### config.mk
export PLATFORM = sky130hd
export DESIGN_NAME = scc_stereo_mixer
export DESIGN_NICKNAME = d
export VERILOG_FILES = /design/src/rtl/scc_stereo_mixer.sv
export SDC_FILE = /design/constraint.sdc
export NUM_CORES = 1
export LEC_CHECK = 0
export ABC_AREA = 1
export CAP_MARGIN = 5
export CORE_MARGIN = 2
export CORE_UTILIZATION = 45
export CTS_CLUSTER_SIZE = 25
export DETAILED_ROUTE_END_ITERATION = 8
export DONT_BUFFER_PORTS = 1
export HOLD_SLACK_MARGIN = 0.1
export SETUP_SLACK_MARGIN = 0.5
export SLEW_MARGIN = 20
export SYNTH_ARGS = -nofsm -noshare
export SYNTH_HDL_FRONTEND = slang
export SYNTH_SLANG_ARGS = --single-unit
### constraint.sdc
create_clock -name clk -period 11.5 [get_ports clk]
set_clock_uncertainty 0.15 [all_clocks]
set_input_delay 2.3 -clock clk [delete_from_list [all_inputs] [get_ports clk]]
set_output_delay 2.3 -clock clk [all_outputs]
set_load 0.005 [all_outputs]
### src/rtl/scc_stereo_mixer.sv
// Stereo wave mixer: time-multiplexes CH_NUM wave RAM reads, scales each sample by
// its channel volume and accumulates panned left/right sums, one frame per CH_NUM requests.
module scc_stereo_mixer #(
  parameter int CH_NUM     = 5,
  parameter int SAMPLE_W   = 8,
  parameter int OUT_W      = 11,
  parameter int ADD_OFFSET = 1
) (
  input  logic                  clk,
  input  logic                  nreset,
  input  logic                  enable,
  input  logic                  cpu_busy,
  output logic [2:0]            slot,
  output logic                  sample_req,
  input  logic [SAMPLE_W-1:0]   sample_in,
  input  logic [4*CH_NUM-1:0]   volume,
  input  logic [CH_NUM-1:0]     ch_enable,
  input  logic [CH_NUM-1:0]     pan_l,
  input  logic [CH_NUM-1:0]     pan_r,
  output logic [OUT_W-1:0]      left_out,
  output logic [OUT_W-1:0]      right_out,
  output logic                  frame_strobe
);

  localparam logic [2:0] LAST_SLOT = 3'(CH_NUM - 1);

  logic                        req_q;
  logic [2:0]                  tag_q;
  logic signed [SAMPLE_W-1:0]  s1;
  logic [2:0]                  s1_tag;
  logic                        s1_v;
  logic [OUT_W-1:0]            acc_l;
  logic [OUT_W-1:0]            acc_r;

  logic [3:0]                  tag_vol;
  logic                        sel_en;
  logic                        sel_l;
  logic                        sel_r;
  logic signed [SAMPLE_W+4:0]  product;
  logic signed [SAMPLE_W-1:0]  scaled;
  logic signed [SAMPLE_W-1:0]  c_l;
  logic signed [SAMPLE_W-1:0]  c_r;
  logic [OUT_W-1:0]            term_l;
  logic [OUT_W-1:0]            term_r;
  logic [OUT_W-1:0]            sum_l;
  logic [OUT_W-1:0]            sum_r;

  assign sample_req = enable & ~cpu_busy;

  // NOTE: every output of this block gets a default first, so no latch is inferred.
  always_comb begin
    tag_vol = '0;
    sel_en  = 1'b0;
    sel_l   = 1'b0;
    sel_r   = 1'b0;
    for (int k = 0; k < CH_NUM; k++) begin
      if (tag_q == 3'(k)) tag_vol = volume[4*k +: 4];
      if (s1_tag == 3'(k)) begin
        sel_en = ch_enable[k];
        sel_l  = pan_l[k];
        sel_r  = pan_r[k];
      end
    end
  end

  // Volume is unsigned: a zero MSB keeps the signed multiply from treating 8..15 as negative.
  assign product = (SAMPLE_W+5)'($signed(sample_in)) * (SAMPLE_W+5)'($signed({1'b0, tag_vol}));
  assign scaled  = product[SAMPLE_W+3:4];

  assign c_l = (sel_en & sel_l) ? s1 : '0;
  assign c_r = (sel_en & sel_r) ? s1 : '0;

  if (ADD_OFFSET != 0) begin : g_offset
    localparam logic [SAMPLE_W-1:0] BIAS = {1'b1, {(SAMPLE_W-1){1'b0}}};
    logic [SAMPLE_W-1:0] biased_l;
    logic [SAMPLE_W-1:0] biased_r;
    // Adding half-scale to a signed sample never overflows SAMPLE_W unsigned bits.
    assign biased_l = c_l + BIAS;
    assign biased_r = c_r + BIAS;
    assign term_l   = OUT_W'(biased_l);
    assign term_r   = OUT_W'(biased_r);
  end else begin : g_signed
    assign term_l = OUT_W'(c_l);
    assign term_r = OUT_W'(c_r);
  end

  // Tag 0 starts a fresh frame, which also covers CH_NUM=1 where the term alone is output.
  assign sum_l = (s1_tag == 3'd0) ? term_l : acc_l + term_l;
  assign sum_r = (s1_tag == 3'd0) ? term_r : acc_r + term_r;

  // NOTE: nreset is sampled only on the clock edge, so it stays out of the sensitivity list.
  always_ff @(posedge clk) begin
    if (!nreset) begin
      slot         <= '0;
      req_q        <= 1'b0;
      tag_q        <= '0;
      s1           <= '0;
      s1_tag       <= '0;
      s1_v         <= 1'b0;
      acc_l        <= '0;
      acc_r        <= '0;
      left_out     <= '0;
      right_out    <= '0;
      frame_strobe <= 1'b0;
    end else begin
      frame_strobe <= 1'b0;
      if (enable) begin
        req_q <= sample_req;
        tag_q <= slot;
        if (sample_req) slot <= (slot == LAST_SLOT) ? 3'd0 : slot + 3'd1;

        // Capture follows req_q alone, so data requested before a busy cycle is not lost.
        if (req_q) begin
          s1     <= scaled;
          s1_tag <= tag_q;
          s1_v   <= 1'b1;
        end else begin
          s1_v   <= 1'b0;
        end

        if (s1_v) begin
          acc_l <= sum_l;
          acc_r <= sum_r;
          if (s1_tag == LAST_SLOT) begin
            left_out     <= sum_l;
            right_out    <= sum_r;
            frame_strobe <= 1'b1;
          end
        end
      end
    end
  end

endmodule

-- After elaboration in Yosys (flattened, before gate mapping)
Index checks and enable logic that the tools add are counted.
- register bits: 64
- logic and storage cells: 64
- output and inout bits: 27
- multiply operators: 1
- eq/ne operators: 9
- bitwise operators: 4
- add/subtract/negate cells: 5
- reductions and logical operators: 7
- multiplexer cells: 27
- operators by type and width (cell ; number):
    $add A11 B8 Y11 ; 2
    $mux W11 ; 2
    $mux W4 ; 5
    $mux W1 ; 17
    $add A8 B8 Y8 const B ; 2
    $mux W8 ; 2
    $eq A3 B2 Y1 const B ; 4
    $mul A8 B5 Y12 ; 1
    $eq A3 B3 Y1 const B ; 3
    $eq A3 B1 Y1 const B ; 2
    $logic_not A3 Y1 ; 2
    $reduce_and A2 Y1 ; 3
    $reduce_and A3 Y1 ; 2
    $add A3 B1 Y3 const B ; 1
    $and A1 B1 Y1 ; 3
    $mux W3 ; 1
    $not A1 Y1 ; 1

-- Depth between registers and ports, before layout
Gate-level depths: netlist (run 1).
- depth in word-level cells: 11
- mapped depth: 25
- mapped depth without buffers: 25

-- Least setup slack after synthesis (run 1)
Ideal clock, no wire load.
- path kind: input to register
- from: input volume[2]
- to: register s1[7]
- library setup time: 0.109 ns
- path slack: 5.830 ns
- required time: 11.241 ns
- arrival: 5.411 ns
- cell stages on the path: 20
- cell sequence: nand3_1 > nand3_1 > o21ai_0 > nand3_1 > nand2_1 > inv_1 > ha_1 > fa_1 > inv_1 > fa_1 > inv_1 > ha_1 > a21oi_1 > o21ai_0 > a221oi_1 > nand2_1 > nand3_1 > nand3_1 > nand2_1 > inv_1
- longest elaborated chain between the ends: 6
- RTL lines (what ; RTL line ; RTL):
    start, declared ; 16 ; input logic [4*CH_NUM-1:0] volume,
    $mux W4 (5 in series) ; 57 ; if (tag_q == 3'(k)) tag_vol = volume[4*k +: 4];
    $mul A8 B5 Y12 ; 67 ; assign product = (SAMPLE_W+5)'($signed(sample_in)) * (SAMPLE_W+5)'($signed({1'b0, tag_vol}));
    end signal, assigned ; 114 ; s1 <= scaled;
    end, declared ; 29 ; logic signed [SAMPLE_W-1:0] s1;
No other way between the ends.
A chain may end at the register's enable or synchronous reset.

-- Worst setup path in the final report (run 1)
- from: input volume[6]
- to: register s1[7]
- longest elaborated chain between the ends: 5
- RTL lines (what ; RTL line):
    $mux W4 (4 in series) ; 57
    $mul A8 B5 Y12 ; 67
No other way between the ends.

==> impl_metrics.csv, run 1 <==
group,metric,value,unit
worst_setup_path,r2r_cells,21,
timing,period_needed,5.607,ns
yosys,synth_xor_area_share,1.772,%
worst_setup_path,r2r-end,"s1[7]",
floorplanning,dieArea,11840,µm²
global_routing,grt_use_total,20.76,%
floorplanning,start_util,45.80,%
final_layout,diodes,0,
detailed_routing,drt_wl_total,11440,µm
worst_setup_path,r2r_slack,7.15,ns
worst_setup_path,end_kind,"flip-flop",
final_layout,finalNetCount,824,
power,total_power,655.4,µW
yosys,yosysSeqAreaShare,25.92,%
yosys,synth_compound_area_share,15.01,%
detailed_routing,drt-pass1-iter-count,5,
clocking,cts_buffer_depth,2,
power,power_density,124.1,nW/µm²
global_routing,grt_pass1_wl,19690,µm
final_layout,stdcell_count,868,
worst_setup_path,cp_cell_sequence,"nand4_1 -> nand3_1 -> o21ai_0 -> nand3_1 -> nand2_1 -> inv_1 -> ha_1 -> fa_1 -> inv_1 -> fa_1 -> inv_1 -> ha_1 -> a21oi_1 -> o21ai_0 -> a221oi_1 -> nand2_1 -> nand3_1 -> nand3_1 -> nand2_1 -> inv_1",
job,maxCapViolations,0,
final_layout,n_fill_cell,1082,
worst_setup_path,path_max_fanout,8,
clocking,clk_latency,0.35,ns
floorplanning,die_y,108.8,µm
yosys,synthesis.instances,731,
timing,holdWs,0.3290,ns
place,routabilityCongestion,0.8547,
run_status,status,"complete, no violations",
worst_setup_path,slowest_delay,0.53,ns
global_routing,grt_max_degree,54,
detailed_routing,first_iter_violations,217,
worst_setup_path,cp.arrival,5.70,ns
timing,post-route-period-util,48.76,%
worst_setup_path,cp.required,11.59,ns
worst_setup_path,timing.rr.start,"tag_q[2]",
final_layout,register_area,1281,µm²
floorplanning,die_w,108.8,µm
timing,slew_viol_final,0,
floorplanning,core.rowCount,38,
hold_path,min_to,"s1_v",
yosys,synthAdderAreaFrac,16.25,%
yosys,synth.area.mux_share,0,%
place,port_buffers,0,
place,dp_hpwl,8689,µm
worst_setup_path,path_delay_family,"adder cells",
hold_path,worstHoldStart,"s1_v",
power,ir_drop,0.06040,mV
detailed_routing,wire_per_inst,13.18,µm
worst_setup_path,critPathSlowestCell,"fa_1",
final_layout,fin_util,48.92,%
clocking,cts_hold_buf,0,
detailed_routing,antenna_left,0,
yosys,synth-seq-cells,64,
hold_path,min_path_type,"flip-flop to flip-flop",
worst_setup_path,worst-path-buf-inv,4,
clocking,cts.sinks,64,
clocking,post_cts_buffers,0,
timing,fmax,178.3,MHz
detailed_routing,drc,0,
detailed_routing,vias_per_cell,5.158,
worst_setup_path,worstSetupStartpointType,"input port",
timing,worst_pin_slew,0.5030,ns
global_routing,grt_pass1_vias,4385,
timing,grt_setup_unrepaired,"false",
clocking,ctsHtreeMaxLevel,3,
clocking,cts_tree,"yes",
detailed_routing,vias,4477,
timing,slew_headroom,66.42,%
clocking,cts-resized-gates,0,
timing,final.setup.tns,0,ns
yosys,avgSynthCellArea,6.763,µm²
place,placed_cells_incl_taps,852,
floorplanning,coreArea,10790,µm²
final_layout,area_growth,6.808,%
yosys,synth_top_family_by_area,"simple AND/OR/NAND/NOR gates",
global_routing,overflow,0,
timing,setup-violations-final,0,
clocking,cts.clk_slew.worst_paths,0.07,ns
hold_path,holdPathStages,2,
global_routing,antenna_found_initial,0,
floorplanning,io_pins,74,
yosys,ys_types,37,
clocking,cts_buffers,9,
worst_setup_path,critPathKind,"input port to flip-flop",
timing,hold_viol,0,
final_layout,multi_input_area,3000,µm²
clocking,root_buffer,"clkbuf_8",
power,leakage,0.002699,µW
yosys,yosys.area_share.simple,27.61,%
yosys,synth_fp_nets,832,
yosys,yosysWarnings,0,
final_layout,drive_gt1_share,6.181,%
yosys,synth_area,4943,µm²
area by class of cell:
cell class                 count  share of cell area, %
sequential                    64                  24.27
clock buffer                  11                  2.867
timing repair buffer           2                 0.2844
multi-input combinational    492                  56.82
tap                          140                  3.318
inverter                     154                  10.95
clock inverter                 5                  1.493
worst min-delay path, stage by stage, from the launching register on:
cell and delay [ns]:
dfxtp_1 0.32, nand2_1 0.06, a21oi_1 0.05
metal layers:
metal | vias up | global-route usage, % | part of all wire, %
li1 | 2350 | - | -
met1 | 2031 | 25.67 | 47
met2 | 76 | 36.16 | 48
met3 | 20 | 3.467 | 3.7
met4 | 0 | 7.692 | 1.8
met5 | - | 0 | 0
where the power goes:
group | switching, µW | total (µW) | internal, µW | leakage (µW)
Combinational | 128 | 200 | 71.4 | 0.00206
Clock | 91.4 | 225 | 134 | 0.000119
Sequential | 4.31 | 231 | 227 | 0.000518
Total | 224 | 655 | 432 | 0.00270
cell families after synthesis:
group | count (synthesis)
AND/OR/NAND/NOR | 303
XOR/XNOR | 10
flip-flops | 64
AO/OA/AOI/OAI | 125
buffers and inverters | 175
adder cells (fa/ha/maj) | 54
through the flow:
step | worst slack [ns] | cell area, µm²
floorplan | 5.830 | 4943
CTS | 5.907 | 5280
global placement | 5.518 | 5050
global route | 5.514 | 5280
finish | 5.893 | 5280
detailed placement | 5.557 | 5050
worst max-delay path by stage:
stage | end | cells past startpoint | start | slack [ns]
5_1_grt | s1[7] | 20 | volume[6] | 5.51
3_3_place_gp | s1[7] | 21 | volume[6] | 5.52
6_report | s1[7] | 20 | volume[6] | 5.89
4_1_cts | s1[7] | 20 | volume[2] | 5.91
3_5_place_dp | s1[7] | 20 | volume[2] | 5.56
2_1_floorplan | s1[7] | 20 | volume[2] | 5.83
synth_stat cells (all sizes together):
cell     number  share of area, %
xnor2         4              0.71
a21oi        44               4.5
o2111ai       1              0.18
dfxtp        64                26
o21ai        35               3.5
nor3          6              0.61
clkinv        1             0.076
a211oi        2              0.30
nand3        83               8.4
o21bai        3              0.46
nor2         52               4.5
buf           5              0.53
ha           37               9.4
o211ai       33               5.0
nand2       143                12
o21a          2              0.30
o221ai        1              0.18
or2           6              0.76
inv         153                12
nand3b        1              0.15
a221oi        1              0.18
clkbuf       16               1.2
a21o          1              0.15
xor2          6               1.1
a31oi         2              0.25
nand4        11               1.4
fa           17               6.9
nor4          1              0.13
flip-flops by register name, summed over array words and instances, names as in the netlist:
register / flops
s1_v: 1
frame_strobe: 1
acc_l: 11
tag_q: 3
s1: 8
req_q: 1
slot: 3
s1_tag: 3
left_out: 11
acc_r: 11
right_out: 11
cells in the final DEF (no fill, tap or decap), types with 3 or more instances in the layout:
cell / instances
nand4_1: 11
inv_1: 146
a21oi_1: 44
inv_2: 7
nor3_1: 6
fa_1: 17
clkbuf_8: 11
xor2_1: 6
nand2_4: 3
dfxtp_1: 64
o21ai_0: 32
xnor2_1: 4
o211ai_1: 33
nand2_1: 133
ha_1: 37
nor2_1: 44
nand3_1: 83
o21ai_1: 3
nand2_2: 7
o21bai_1: 3
nor2_2: 6
No activity file was read; power rests on OpenSTA's default activity.
==> inputs of run 2 (changes only) <==
Clock period 11.5 ns to 4.9 ns, I/O delays scaled along.
==> run 2 against run 1 <==
  * Clock power rose by 140%
  * Critical endpoint unchanged
  * Count of clock-buffer cells in the layout rose by 3
  * Sequential share of layout area fell by 0.30 points
  * Global-route usage rose by 0.73 points
  * First-iteration DRC count rose by 20%
  * Utilization rose by 0.85 points
  * Total power rose by 140%
  * Via count rose by 1.5%
  * Final cell count rose by 0.23%
  * Die area did not move
  * Register-to-register slack got worse by 6.4 ns
  * Combinational power rose by 140%
==> impl_metrics.csv, run 2 (synthesized netlist as in run 1, its figures left out) <==
group,metric,value,unit
hold_path,min_to,"req_q",
final_layout,finalNetCount,826,
floorplanning,start_util,45.80,%
global_routing,grt_pass1_vias,4442,
floorplanning,coreArea,10790,µm²
worst_setup_path,path_delay_family,"adder cells",
floorplanning,dieArea,11840,µm²
timing,worst_pin_slew,0.4461,ns
place,dp_hpwl,8803,µm
clocking,ctsHtreeMaxLevel,3,
clocking,cts.sinks,64,
detailed_routing,antenna_left,0,
final_layout,layout_commonest_cell,"inv_1",
place,dp_slack,0.2272,ns
timing,setup_ws,0.7720,ns
timing,setup-violations-final,0,
detailed_routing,vias_per_cell,5.225,
job,maxCapViolations,0,
clocking,cts_tree,"yes",
power,power_density,291.5,nW/µm²
worst_setup_path,cp.required,5.00,ns
floorplanning,die_w,108.8,µm
worst_setup_path,critPathKind,"flip-flop to flip-flop",
global_routing,antenna_found_initial,0,
worst_setup_path,worst-path-buf-inv,5,
timing,post-route-period-util,84.25,%
timing,slew_viol_final,0,
worst_setup_path,path_max_fanout,8,
timing,final.setup.tns,0,ns
hold_path,worstHoldStart,"req_q",
hold_path,holdPathStages,2,
timing,hold_viol,0,
detailed_routing,drt_wl_total,11710,µm
floorplanning,core.rowCount,38,
final_layout,stdcell_count,870,
detailed_routing,wire_per_inst,13.46,µm
worst_setup_path,r2r_cells,21,
final_layout,diodes,0,
clocking,clk_latency,0.35,ns
final_layout,drive_gt1_share,7.397,%
floorplanning,io_pins,74,
worst_setup_path,critPathSlowestCell,"fa_1",
global_routing,use_met3,3.467,%
worst_setup_path,worstSetupStartpointType,"flip-flop",
worst_setup_path,r2r-end,"s1[7]",
global_routing,busiest_layer,"met2",
final_layout,final_cell_mix,"inv_1 (146), nand2_1 (133), nand3_1 (81)",
timing,period_needed,4.128,ns
clocking,cts_buffers,9,
hold_path,min_path_type,"flip-flop to flip-flop",
timing,fmax,242.2,MHz
final_layout,area_growth,8.656,%
detailed_routing,drc,0,
global_routing,grt_max_degree,54,
clocking,cts.clk_slew.worst_paths,0.07,ns
global_routing,grt_use_total,21.48,%
timing,grt_setup_unrepaired,"true",
place,placed_cells_incl_taps,853,
power,leakage,0.002724,µW
place,port_buffers,0,
worst_setup_path,cp_common_cell,"inv_1",
place,routabilityCongestion,0.8539,
detailed_routing,drt-pass1-iter-count,5,
worst_setup_path,slowest_delay,0.50,ns
clocking,cts_buffer_depth,2,
worst_setup_path,timing.rr.start,"tag_q[1]",
detailed_routing,first_iter_violations,260,
floorplanning,die_y,108.8,µm
power,total_power,1566,µW
detailed_routing,vias,4546,
worst_setup_path,cp.arrival,4.23,ns
worst_setup_path,startpoint,"tag_q[1]",
global_routing,grt_pass1_wl,20290,µm
clocking,root_buffer,"clkbuf_8",
global_routing,grt_use_met2,36.47,%
final_layout,fin_util,49.77,%
worst_setup_path,end_kind,"flip-flop",
global_routing,overflow,0,
power,ir_drop,0.1538,mV
worst_setup_path,r2r_slack,0.77,ns
timing,slew_headroom,69.95,%
worst_setup_path,cp_cell_sequence,"inv_2 -> nor2_2 -> nand2_4 -> o21ai_2 -> nand3_4 -> nand2_1 -> inv_1 -> ha_1 -> fa_1 -> inv_1 -> fa_1 -> inv_1 -> ha_1 -> a21oi_1 -> o21bai_1 -> a221oi_1 -> nand2_1 -> nand3_1 -> nand3_1 -> nand2_1 -> inv_1",
run_status,status,"complete, no violations",
global_routing,met1_usage,27.39,%
run 2: cell types whose count changed in the layout (fill, tap and decap cells not counted), moves of 2 or more:
cell / change
clkbuf_1: +2
clkinv_2: -2
dfxtp_1: -3
dfxtp_2: +2
nand2_2: -2
nand2_4: +2
nand3_1: -2
nand3_4: +2
o21ai_0: -3
run 2: timing repair:
item | in CTS | in global routing
hold buffers | 0 | 0
buffers inserted | 0 | 1
resized for setup | 0 | 20
setup endpoints to repair | 0 | 10
run 2: stage by stage:
stage | area (µm²) | hold WS [ns]
finish | 5371 | 0.3286
floorplan | 4943 | 0.2892
global route | 5371 | 0.3409
detailed placement | 5057 | 0.3196
CTS | 5290 | 0.3317
global placement | 5057 | 0.3015
run 2: report_power, final:
part	leakage, µW	internal, µW	switching (µW)
clock	0.000117	329	206
sequential	0.000520	532	10.7
combinational	0.00209	177	312
total	0.00272	1040	528
run 2: how the worst max path moves through the flow:
stage | to | slack [ns] | cells past startpoint
final | s1[7] | 0.77 | 21
after detailed placement | s1[7] | 0.23 | 20
after global routing | s1[7] | 0.44 | 21
after CTS | s1[7] | 0.50 | 21
after global placement | s1[7] | 0.24 | 21
after floorplan | s1[7] | 0.55 | 20
run 2: worst register-to-register path: stages (launching register included):
cell and delay [ns]:
dfxtp_2 0.40, inv_2 0.08, nor2_2 0.14, nand2_4 0.11, o21ai_2 0.18, nand3_4 0.14, nand2_1 0.08, inv_1 0.04
ha_1 0.30, fa_1 0.50, inv_1 0.05, fa_1 0.49, inv_1 0.04, ha_1 0.34, a21oi_1 0.25, o21bai_1 0.09
a221oi_1 0.27, nand2_1 0.10, nand3_1 0.09, nand3_1 0.07, nand2_1 0.07, inv_1 0.03
run 2: layer usage:
layer / vias up / wire length (µm) / part of all wire, %
met3: 18 / 406 / 3.5
met1: 2094 / 5346 / 46
li1: 2362 / - / -
met2: 72 / 5742 / 49
met5: - / 0 / 0
met4: 0 / 218 / 1.9
run 2: cell type report:
cell class / count / area (µm²)
timing repair buffer: 4 / 33.78
tap: 140 / 175.2
clock buffer: 14 / 172.7
sequential: 64 / 1287
clock inverter: 2 / 60.06
inverter: 154 / 578.1
fill: 1070 / 5421
multi-input combinational: 492 / 3064
==> inputs of run 3 (changes only) <==
Settings changed: ABC_AREA 1 to 0.
Clock period 4.9 ns to 4.26 ns, I/O delays scaled along.
==> run 3 against run 2 <==
  * Flip-flop and latch count stayed put
  * Count of clock-buffer cells in the layout shrank 2
  * Synthesized cell count shrank 19%
  * Worst setup slack lost 0.93 ns
  * Clock power fell by 12%
  * Global-route usage down 1.4 points
  * Final area grew 2.1%
  * The run now ends with negative setup slack left
  * First-iteration DRC count fell by 37%
  * Sequential share of layout area is 0.37 points lower
  * Hold slack improved by 0.0011 ns
==> impl_metrics.csv, run 3 <==
group,metric,value,unit
run_status,status,"finished, violations left",
run_status,violations,"negative setup slack",
worst_setup_path,end_kind,"flip-flop",
clocking,cts_hold_buf,0,
power,switching_power,472.6,µW
power,power_density,284.6,nW/µm²
detailed_routing,drc,0,
worst_setup_path,crit_end,"s1[7]",
floorplanning,die_y,107.5,µm
detailed_routing,vias,4083,
timing,holdWs,0.3296,ns
yosys,yosysSeqAreaShare,26.58,%
yosys,avgSynthCellArea,8.143,µm²
power,pwr-share-seq,39.5,%
place,dp_hpwl,8618,µm
yosys,synthFlopType,"dfxtp_1",
worst_setup_path,r2r_slack,-0.07,ns
yosys,synth_fp_nets,693,
power,total_power,1560,µW
yosys,ys_types,63,
final_layout,finalNetCount,713,
power,leakage,0.002210,µW
timing,slew_headroom,43.89,%
final_layout,layout_commonest_cell,"dfxtp_1",
power,p_clk_share,30.2,%
clocking,cts_buffers,9,
job,maxCapViolations,0,
timing,hold_viol,0,
place,port_buffers,0,
final_layout,final_cell_mix,"dfxtp_1 (60), nand2_1 (59), nor2_1 (42)",
power,p_comb_share,30.3,%
yosys,synth_area_leader_cell,"dfxtp_1",
timing,slew_viol_final,0,
final_layout,area_growth,13.73,%
worst_setup_path,r2r_cells,16,
yosys,yosysWarnings,0,
clocking,cts.clk_slew.worst_paths,0.06,ns
detailed_routing,drt_wl_total,11100,µm
clocking,cts.sinks,64,
timing,period_needed,4.415,ns
floorplanning,die_w,107.5,µm
clocking,ctsHtreeMaxLevel,3,
timing,fmax,226.5,MHz
worst_setup_path,critPathKind,"input port to flip-flop",
yosys,synth_top_cells_by_count,"dfxtp_1 (64), nand2_1 (59), inv_1 (48)",
global_routing,grt_pass1_vias,4048,
detailed_routing,antenna_left,0,
detailed_routing,drt-pass1-iter-count,4,
yosys,synth_area,4821,µm²
clocking,cts_buffer_depth,2,
power,switching_share,30.29,%
yosys,synth-seq-cells,64,
floorplanning,io_pins,74,
worst_setup_path,slowest_delay,0.55,ns
global_routing,grt_use_total,20.03,%
detailed_routing,first_iter_violations,164,
clocking,root_buffer,"clkbuf_8",
power,ir_drop,0.1352,mV
global_routing,antenna_found_initial,0,
worst_setup_path,startpoint,"volume[15]",
timing,grt_setup_unrepaired,"true",
final_layout,n_fill_cell,986,
worst_setup_path,cp_cell_sequence,"mux4_2 -> nor2b_4 -> a31oi_4 -> nor2b_1 -> ha_1 -> fa_1 -> inv_1 -> fa_1 -> inv_1 -> ha_4 -> a21o_1 -> a21oi_1 -> and2b_1 -> a211oi_4 -> nor3_2 -> a2111oi_2",
worst_setup_path,critPathSlowestCell,"fa_1",
worst_setup_path,cp.required,4.35,ns
final_layout,drive_gt1_share,16.56,%
yosys,synth-async-reset-ratio,0,%
floorplanning,start_util,46.49,%
yosys,synthesis.instances,592,
worst_setup_path,r2r-end,"s1[7]",
floorplanning,dieArea,11560,µm²
floorplanning,coreArea,10370,µm²
yosys,yosys-top-cells-area,"dfxtp_1 (27%), ha_1 (9.6%), fa_1 (7.1%)",
final_layout,multi_input_area,3353,µm²
clocking,clk_latency,0.35,ns
worst_setup_path,worstSetupStartpointType,"input port",
floorplanning,core.rowCount,37,
detailed_routing,wire_per_inst,14.76,µm
power,internal-power,1088,µW
final_layout,register_area,1294,µm²
final_layout,diodes,0,
yosys,synth.top_cell.area_share,26.58,%
global_routing,grt_pass1_wl,18500,µm
hold_path,min_path_type,"flip-flop to flip-flop",
place,routabilityCongestion,0.8443,
worst_setup_path,path_max_fanout,6,
worst_setup_path,cp.arrival,4.51,ns
yosys,yosysMostFrequentCell,"dfxtp_1",
worst_setup_path,timing.rr.start,"tag_q[0]",
yosys,synth_edf_count,0,
timing,setup_ws,-0.1550,ns
timing,post-route-period-util,103.6,%
timing,worst_pin_slew,0.8417,ns
clocking,cts_tree,"yes",
global_routing,grt_max_degree,31,
detailed_routing,vias_per_cell,5.430,
global_routing,overflow,0,
timing,setup-violations-final,5,
[run 3: changes by cell type after synthesis, moves of 12 or more]
cell,before,now
nand2_1,133,59
and2_1,0,20
nand3_1,83,21
o21ai_0,32,44
inv_1,146,48
a211oi_1,2,21
nor2b_1,0,21
o211ai_1,33,0
[run 3: per-layer routing]
metal | global-route usage, % | share of wire (%)
met5 | 0 | 0
met3 | 4.843 | 4.2
met4 | 7.326 | 1.8
met2 | 34.28 | 49
met1 | 24.34 | 44
[run 3: how the worst min path moves through the flow]
stage	to	cells after the start	startpoint
detailed placement	s1[5]	2	s1[5]
floorplan	s1[0]	2	s1[0]
CTS	s1[5]	2	s1[5]
finish	s1[2]	2	s1[2]
global route	s1_v	2	s1_v
global placement	s1[0]	2	s1[0]
[run 3: final cells by class]
class / instances / area share [%]
clock buffers: 12 / 2.830
multi-input cells: 450 / 61.16
well taps: 136 / 3.104
flip-flops and latches: 64 / 23.60
clock inverters: 3 / 0.3195
repair buffers: 39 / 5.705
inverters: 48 / 3.286
[run 3: critical path, delay by kind of cell]
family	cells	cell delay [ns]
and+or+nand+nor	4	0.54
muxes	1	0.44
AOI/OAI and AO/OA	5	0.94
adders and majority gates	4	1.62
buffers and inverters	2	0.11
[run 3: power by group through the flow]
stage          Combinational, µW  Sequential [µW]  Clock, µW
6_report                     473              616        471
5_1_grt                      531              618        512
4_1_cts                      469              618        487
3_5_place_dp                 443              631          0
3_3_place_gp                 431              631          0
2_1_floorplan                323              628          0
[run 3: stage by stage]
stage	setup TNS [ns]	area, µm²	std cells	utilization (%)	setup slack, ns
after CTS	-0.4168	5435	751	52.41	-0.1651
after global placement	-2.453	5201	732	50.16	-0.4418
final	-0.3974	5483	752	52.87	-0.1550
after global routing	-1.413	5483	752	52.87	-0.3443
after floorplan	-1.680	4915	592	-	-0.3565
after detailed placement	-2.966	5201	732	50.16	-0.5568
[run 3: cells by family (layout without fill, tap and decap cells)]
group                      after synthesis  after routing  synth area share, %
muxes                                   13             13                3.685
AOI/OAI and AO/OA                      155            155                21.15
xor gates and xnor gates                18             18                3.270
buffers and inverters                   78            102                6.618
and+or+nand+nor                        210            210                22.04
DFF                                     64             64                26.58
adders and majority gates               54             54                16.66
[run 3: repair_timing]
| item | 4_1_cts | 5_1_grt |
|---|---|---|
| cloned | 0 | 0 |
| setup buffers | 4 | 1 |
| pin swaps | 8 | 1 |
| resized for setup | 11 | 12 |
| endpoints found under the setup margin | 16 | 24 |
